`src/rtl/ps2_host_tx.sv`:
```
// Host-to-device PS/2 transmitter: inhibits the bus, issues a request-to-send,
// then shifts a command byte out on device-generated clock falls and checks the ack.
module ps2_host_tx #(
  parameter int INHIBIT_CYCLES = 5000,
  parameter int TIMEOUT_CYCLES = 750000
) (
  input  logic       clock,
  input  logic       reset,
  input  logic       tx_valid,
  input  logic [7:0] tx_data,
  output logic       tx_ready,
  output logic       busy,
  output logic       done,
  output logic       ack_err,
  output logic       timeout_err,
  input  logic       ps2_clk_in,
  input  logic       ps2_data_in,
  output logic       ps2_clk_oe,
  output logic       ps2_data_oe
);

  localparam int CNT_MAX = (INHIBIT_CYCLES > TIMEOUT_CYCLES) ? INHIBIT_CYCLES : TIMEOUT_CYCLES;
  localparam int CNT_W   = $clog2(CNT_MAX + 1);
  localparam logic [CNT_W-1:0] INH_LAST = CNT_W'(INHIBIT_CYCLES - 1);
  localparam logic [CNT_W-1:0] TO_LAST  = CNT_W'(TIMEOUT_CYCLES - 1);

  typedef enum logic [2:0] {IDLE, INHIBIT, REQ, SHIFT, ACK, WAIT_IDLE} state_t;

  state_t           state, state_next;
  logic [CNT_W-1:0] cnt, cnt_next;
  logic [3:0]       bit_idx, bit_idx_next;
  logic [9:0]       frame, frame_next;
  logic             acked, acked_next;
  logic             clk_s1, clk_s2, clk_prev, data_s1, data_s2;
  logic             fall, accept;
  logic             tx_ready_next, busy_next, done_next, ack_err_next, timeout_err_next;
  logic             clk_oe_next, data_oe_next;

  always_ff @(posedge clock or negedge reset) begin
    if (!reset) begin
      clk_s1   <= 1'b1;
      clk_s2   <= 1'b1;
      clk_prev <= 1'b1;
      data_s1  <= 1'b1;
      data_s2  <= 1'b1;
    end else begin
      clk_s1   <= ps2_clk_in;
      clk_s2   <= clk_s1;
      clk_prev <= clk_s2;
      data_s1  <= ps2_data_in;
      data_s2  <= data_s1;
    end
  end

  assign fall   = clk_prev & ~clk_s2;
  assign accept = tx_valid & tx_ready;

  always_comb begin
    state_next       = state;
    cnt_next         = cnt;
    bit_idx_next     = bit_idx;
    frame_next       = frame;
    acked_next       = acked;
    clk_oe_next      = ps2_clk_oe;
    data_oe_next     = ps2_data_oe;
    done_next        = 1'b0;
    ack_err_next     = 1'b0;
    timeout_err_next = 1'b0;

    case (state)
      IDLE: begin
        if (accept) begin
          frame_next   = {1'b1, ~^tx_data, tx_data};
          cnt_next     = '0;
          clk_oe_next  = 1'b1;
          data_oe_next = 1'b0;
          state_next   = INHIBIT;
        end
      end
      INHIBIT: begin
        if (cnt == INH_LAST) begin
          cnt_next     = '0;
          data_oe_next = 1'b1;
          state_next   = REQ;
        end else begin
          cnt_next = cnt + 1'b1;
        end
      end
      REQ: begin
        clk_oe_next  = 1'b0;
        bit_idx_next = '0;
        cnt_next     = '0;
        state_next   = SHIFT;
      end
      SHIFT, ACK, WAIT_IDLE: begin
        // Timeout wins over every other event in the device-clocked phase.
        if (cnt == TO_LAST) begin
          clk_oe_next      = 1'b0;
          data_oe_next     = 1'b0;
          timeout_err_next = 1'b1;
          cnt_next         = '0;
          state_next       = IDLE;
        end else begin
          cnt_next = cnt + 1'b1;
          if (state == SHIFT) begin
            if (fall) begin
              data_oe_next = ~frame[bit_idx];
              bit_idx_next = bit_idx + 1'b1;
              if (bit_idx == 4'd9) state_next = ACK;
            end
          end else if (state == ACK) begin
            if (fall) begin
              acked_next = ~data_s2;
              state_next = WAIT_IDLE;
            end
          end else begin
            if (clk_s2 && data_s2) begin
              done_next    = acked;
              ack_err_next = ~acked;
              cnt_next     = '0;
              state_next   = IDLE;
            end
          end
        end
      end
      default: state_next = IDLE;
    endcase

    tx_ready_next = (state_next == IDLE);
    busy_next     = (state_next != IDLE);
  end

  always_ff @(posedge clock or negedge reset) begin
    if (!reset) begin
      state       <= IDLE;
      cnt         <= '0;
      bit_idx     <= '0;
      frame       <= '0;
      acked       <= 1'b0;
      tx_ready    <= 1'b1;
      busy        <= 1'b0;
      done        <= 1'b0;
      ack_err     <= 1'b0;
      timeout_err <= 1'b0;
      ps2_clk_oe  <= 1'b0;
      ps2_data_oe <= 1'b0;
    end else begin
      state       <= state_next;
      cnt         <= cnt_next;
      bit_idx     <= bit_idx_next;
      frame       <= frame_next;
      acked       <= acked_next;
      tx_ready    <= tx_ready_next;
      busy        <= busy_next;
      done        <= done_next;
      ack_err     <= ack_err_next;
      timeout_err <= timeout_err_next;
      ps2_clk_oe  <= clk_oe_next;
      ps2_data_oe <= data_oe_next;
    end
  end

endmodule

```
`config.mk`:
```
export PLATFORM = sky130hd
export DESIGN_NAME = ps2_host_tx
export DESIGN_NICKNAME = d
export VERILOG_FILES = /design/src/rtl/ps2_host_tx.sv
export SDC_FILE = /design/constraint.sdc
export NUM_CORES = 1
export LEC_CHECK = 0
export CAP_MARGIN = 20
export CORE_UTILIZATION = 55
export DETAILED_ROUTE_END_ITERATION = 12
export GPL_TIMING_DRIVEN = 0
export PLACE_DENSITY = 0.76
export SYNTH_ARGS = -nofsm -noshare
export SYNTH_HDL_FRONTEND = slang
export SYNTH_SLANG_ARGS = --single-unit
```
`constraint.sdc`:
```
create_clock -name clock -period 6.1 [get_ports clock]
set_input_delay 0.61 -clock clock [delete_from_list [all_inputs] [get_ports clock]]
set_output_delay 0.61 -clock clock [all_outputs]
set_load 0.1 [all_outputs]
```
==> reports/metrics.cfg <==
[clocking]
clk_pin_slew_ns=0.10
clock_sinks=50
post_cts_resized=0
cts-root-buf=clkbuf_8
cts_tree=built
clockBufferDepth=2
insertion_delay_ns=0.31
cts_htree_levels=2
cts_setup_buffers=0
postCtsHoldBufs=0
numCtsBuffers=5

[placed_design]
dp_hpwl_um=3950
place.gp.congestion=0.944
io_buffer_count=19

[hold_path]
hp-class=primary input to asynchronous set/reset pin

[route]
ant_nets=0
drt-wirelength-per-cell_um=15.6
first_pass_iters=4
wl_met2_um=2330
wl_met3_um=247
top_layer=met4
drt-initial-drc-count=197
viasPerCell=6.00
met1_length_um=2800
drc=0
wirelength_um=5450
via_count=2094

[critical_path]
max_stage_delay_ns=0.64
slowest_stage=a2111oi_0
timing.setup.critical_path_class=primary input to flop
cp_max_fo=10
regToRegSetupSlack_ns=3.30
worst_setup_path_end_kind=flop
r2r_cells=8
cp_cell_sequence=clkdlybuf4s50_1, a2111oi_0, a21o_1, clkbuf_1, buf_1, nor3_1, xnor2_1, nor2_1
crit_path_end=cnt[9]$_DFFE_PN0P_
crit_path_start_kind=primary input
cp.required_ns=6.29
r2r_start=cnt[0]$_DFFE_PN0P_
startpoint=tx_valid
cp.arrival_ns=3.01
cp.depth=8
path_buf_inv=3
cp_top_family=buffers and inverters
reg2reg_to=cnt[18]$_DFFE_PN0P_

[timing]
period_needed_ns=2.82
tns_ns=0
tightestPinTransition_ns=0.972
finalSetupViolCount=0
slew_headroom=0.350
fin_skew_ns=0.0115
fmax_ghz=0.355
min_period_over_period=0.462
hold_violations=0
rsz0062_at_grt=false
drv_slew=0

[synthesis]
yosysSeqAreaShare=0.471
yosysTopAreaCell=dfrtp_1
synth_ff_type=dfrtp_1
synth_top_area_share=0.412
synth_edf_count=0
yosys-top-cells-area=dfrtp_1, dfstp_2, xnor2_1
synth_cell_types=57
post_synth.cell_area_avg_um2=9.97
yosysWarnings=0
synth_nets=284
synthCells=268
synth_commonest_cells=dfrtp_1, nand2_1, nor2_1
synth.most_common_cell=dfrtp_1
syn_area_mm2=0.00267
postSynth.asyncResetShare=1.00
ys_ff_latch=50

[global_routing]
grt_pass1_wl_um=9750
grt_usage=0.245
grt_pass1_vias=1990
antenna_found_initial=0
grt_max_degree=33
overflow=0

[cells_and_area]
syn_to_final_growth_pct=14.6
drive_gt1_frac=0.148
final_util=0.679
insertedDiodeCount=0
nNetsFinal=312

[die]
start_util=0.593
fp.dieW_um=71.7
die_h_um=71.7
ios=20
fp.coreArea_mm2=0.00450
rows=24
die-area_mm2=0.00514

[outcome]
outcome=complete, no violations

[run]
maxCapViolations=0

[pwr]
p_leak_nw=1.27
p_per_area_mw_per_mm2=195
vdd_drop_max_uv=177

-- worst reg2reg max path, delay by kind of cell (launching register included) --
kind / cells / cell delay, ns
buffers and inverters: 2 / 0.49
adders and majority gates: 1 / 0.25
DFF: 1 / 0.40
and+or+nand+nor: 4 / 1.38
AOI/OAI and AO/OA: 1 / 0.16
-- cells in the final DEF, fill, tap and decap left out, types with 3 or more instances in the layout --
cell type / count
nor3b_1: 3
nor2_1: 21
ha_1: 3
and2_1: 3
nand2b_1: 5
clkbuf_8: 5
nand2_1: 25
clkbuf_1: 6
dfstp_2: 6
nand4_1: 6
mux2i_1: 3
inv_1: 6
or3_1: 3
a21o_1: 3
nor4_1: 5
nand3_1: 7
nor2b_1: 5
xnor2_1: 17
nor3_1: 12
a21oi_1: 12
buf_2: 4
dfrtp_1: 44
o21ai_0: 14
a31oi_1: 3
mux2_2: 9
clkdlybuf4s50_1: 18
o22ai_1: 5
-- how the worst min path moves through the flow --
| stage | to | start | cells after the start | slack, ns |
|---|---|---|---|---|
| floorplan | ack_err$_DFF_PN0_ | reset | 0 | 0.31 |
| global placement | data_s2$_DFF_PN1_ | data_s1$_DFF_PN1_ | 0 | 0.35 |
| detailed placement | data_s2$_DFF_PN1_ | data_s1$_DFF_PN1_ | 0 | 0.35 |
| CTS | cnt[3]$_DFFE_PN0P_ | reset | 1 | 0.24 |
| global route | cnt[3]$_DFFE_PN0P_ | reset | 1 | 0.26 |
| finish | cnt[3]$_DFFE_PN0P_ | reset | 1 | 0.22 |
-- per-stage QoR --
stage | setup WS (ns) | std cells | instance area [um^2] | power, W | hold WS (ns)
finish | 3.28 | 349 | 3060 | 0.000598 | 0.225
global route | 3.03 | 349 | 3060 | 0.000618 | 0.262
CTS | 3.33 | 349 | 3060 | 0.000601 | 0.240
detailed placement | 3.05 | 341 | 2950 | 0.000370 | 0.353
global placement | 3.03 | 339 | 2930 | 0.000368 | 0.346
floorplan | 3.63 | 268 | 2670 | 0.000351 | 0.314
-- sequential cells by signal, indices dropped and copies added (netlist names) --
name         cells
done             1
data_s1          1
tx_ready         1
timeout_err      1
data_s2          1
bit_idx          4
frame           10
clk_prev         1
clk_s2           1
state            3
ps2_clk_oe       1
acked            1
cnt             20
clk_s1           1
ack_err          1
ps2_data_oe      1
busy             1
-- report_power, final --
group	internal (W)	switching, W	total (W)
logic	0.0000141	0.0000137	0.0000278
clock network	0.000122	0.000112	0.000234
registers	0.000334	0.00000122	0.000335
total	0.000470	0.000127	0.000598
-- cells by family after synthesis --
group / count (synthesis) / share of synthesized area
fa+ha+maj: 3 / 0.0141
compound gates: 52 / 0.126
mux: 14 / 0.0660
xor+xnor: 19 / 0.0623
flops: 50 / 0.471
simple gates: 112 / 0.231
buf+inv: 18 / 0.0295
-- metal layers --
metal	up-vias	GRT usage
li1	1018	-
met1	1010	0.383
met2	57	0.350
met3	9	0.0450
met4	0	0.0675
met5	-	0
-- layout make-up --
cell class / instances / area, um^2
plain buffers: 12 / 56.3
clock buffers: 5 / 68.8
clock inverters: 3 / 45.0
fillers: 354 / 1440
inverters: 6 / 22.5
multi-input cells: 200 / 1330
flip-flops and latches: 50 / 1260
well taps: 52 / 65.1
repair buffers: 21 / 210
Power figures use the tool's default switching activity.
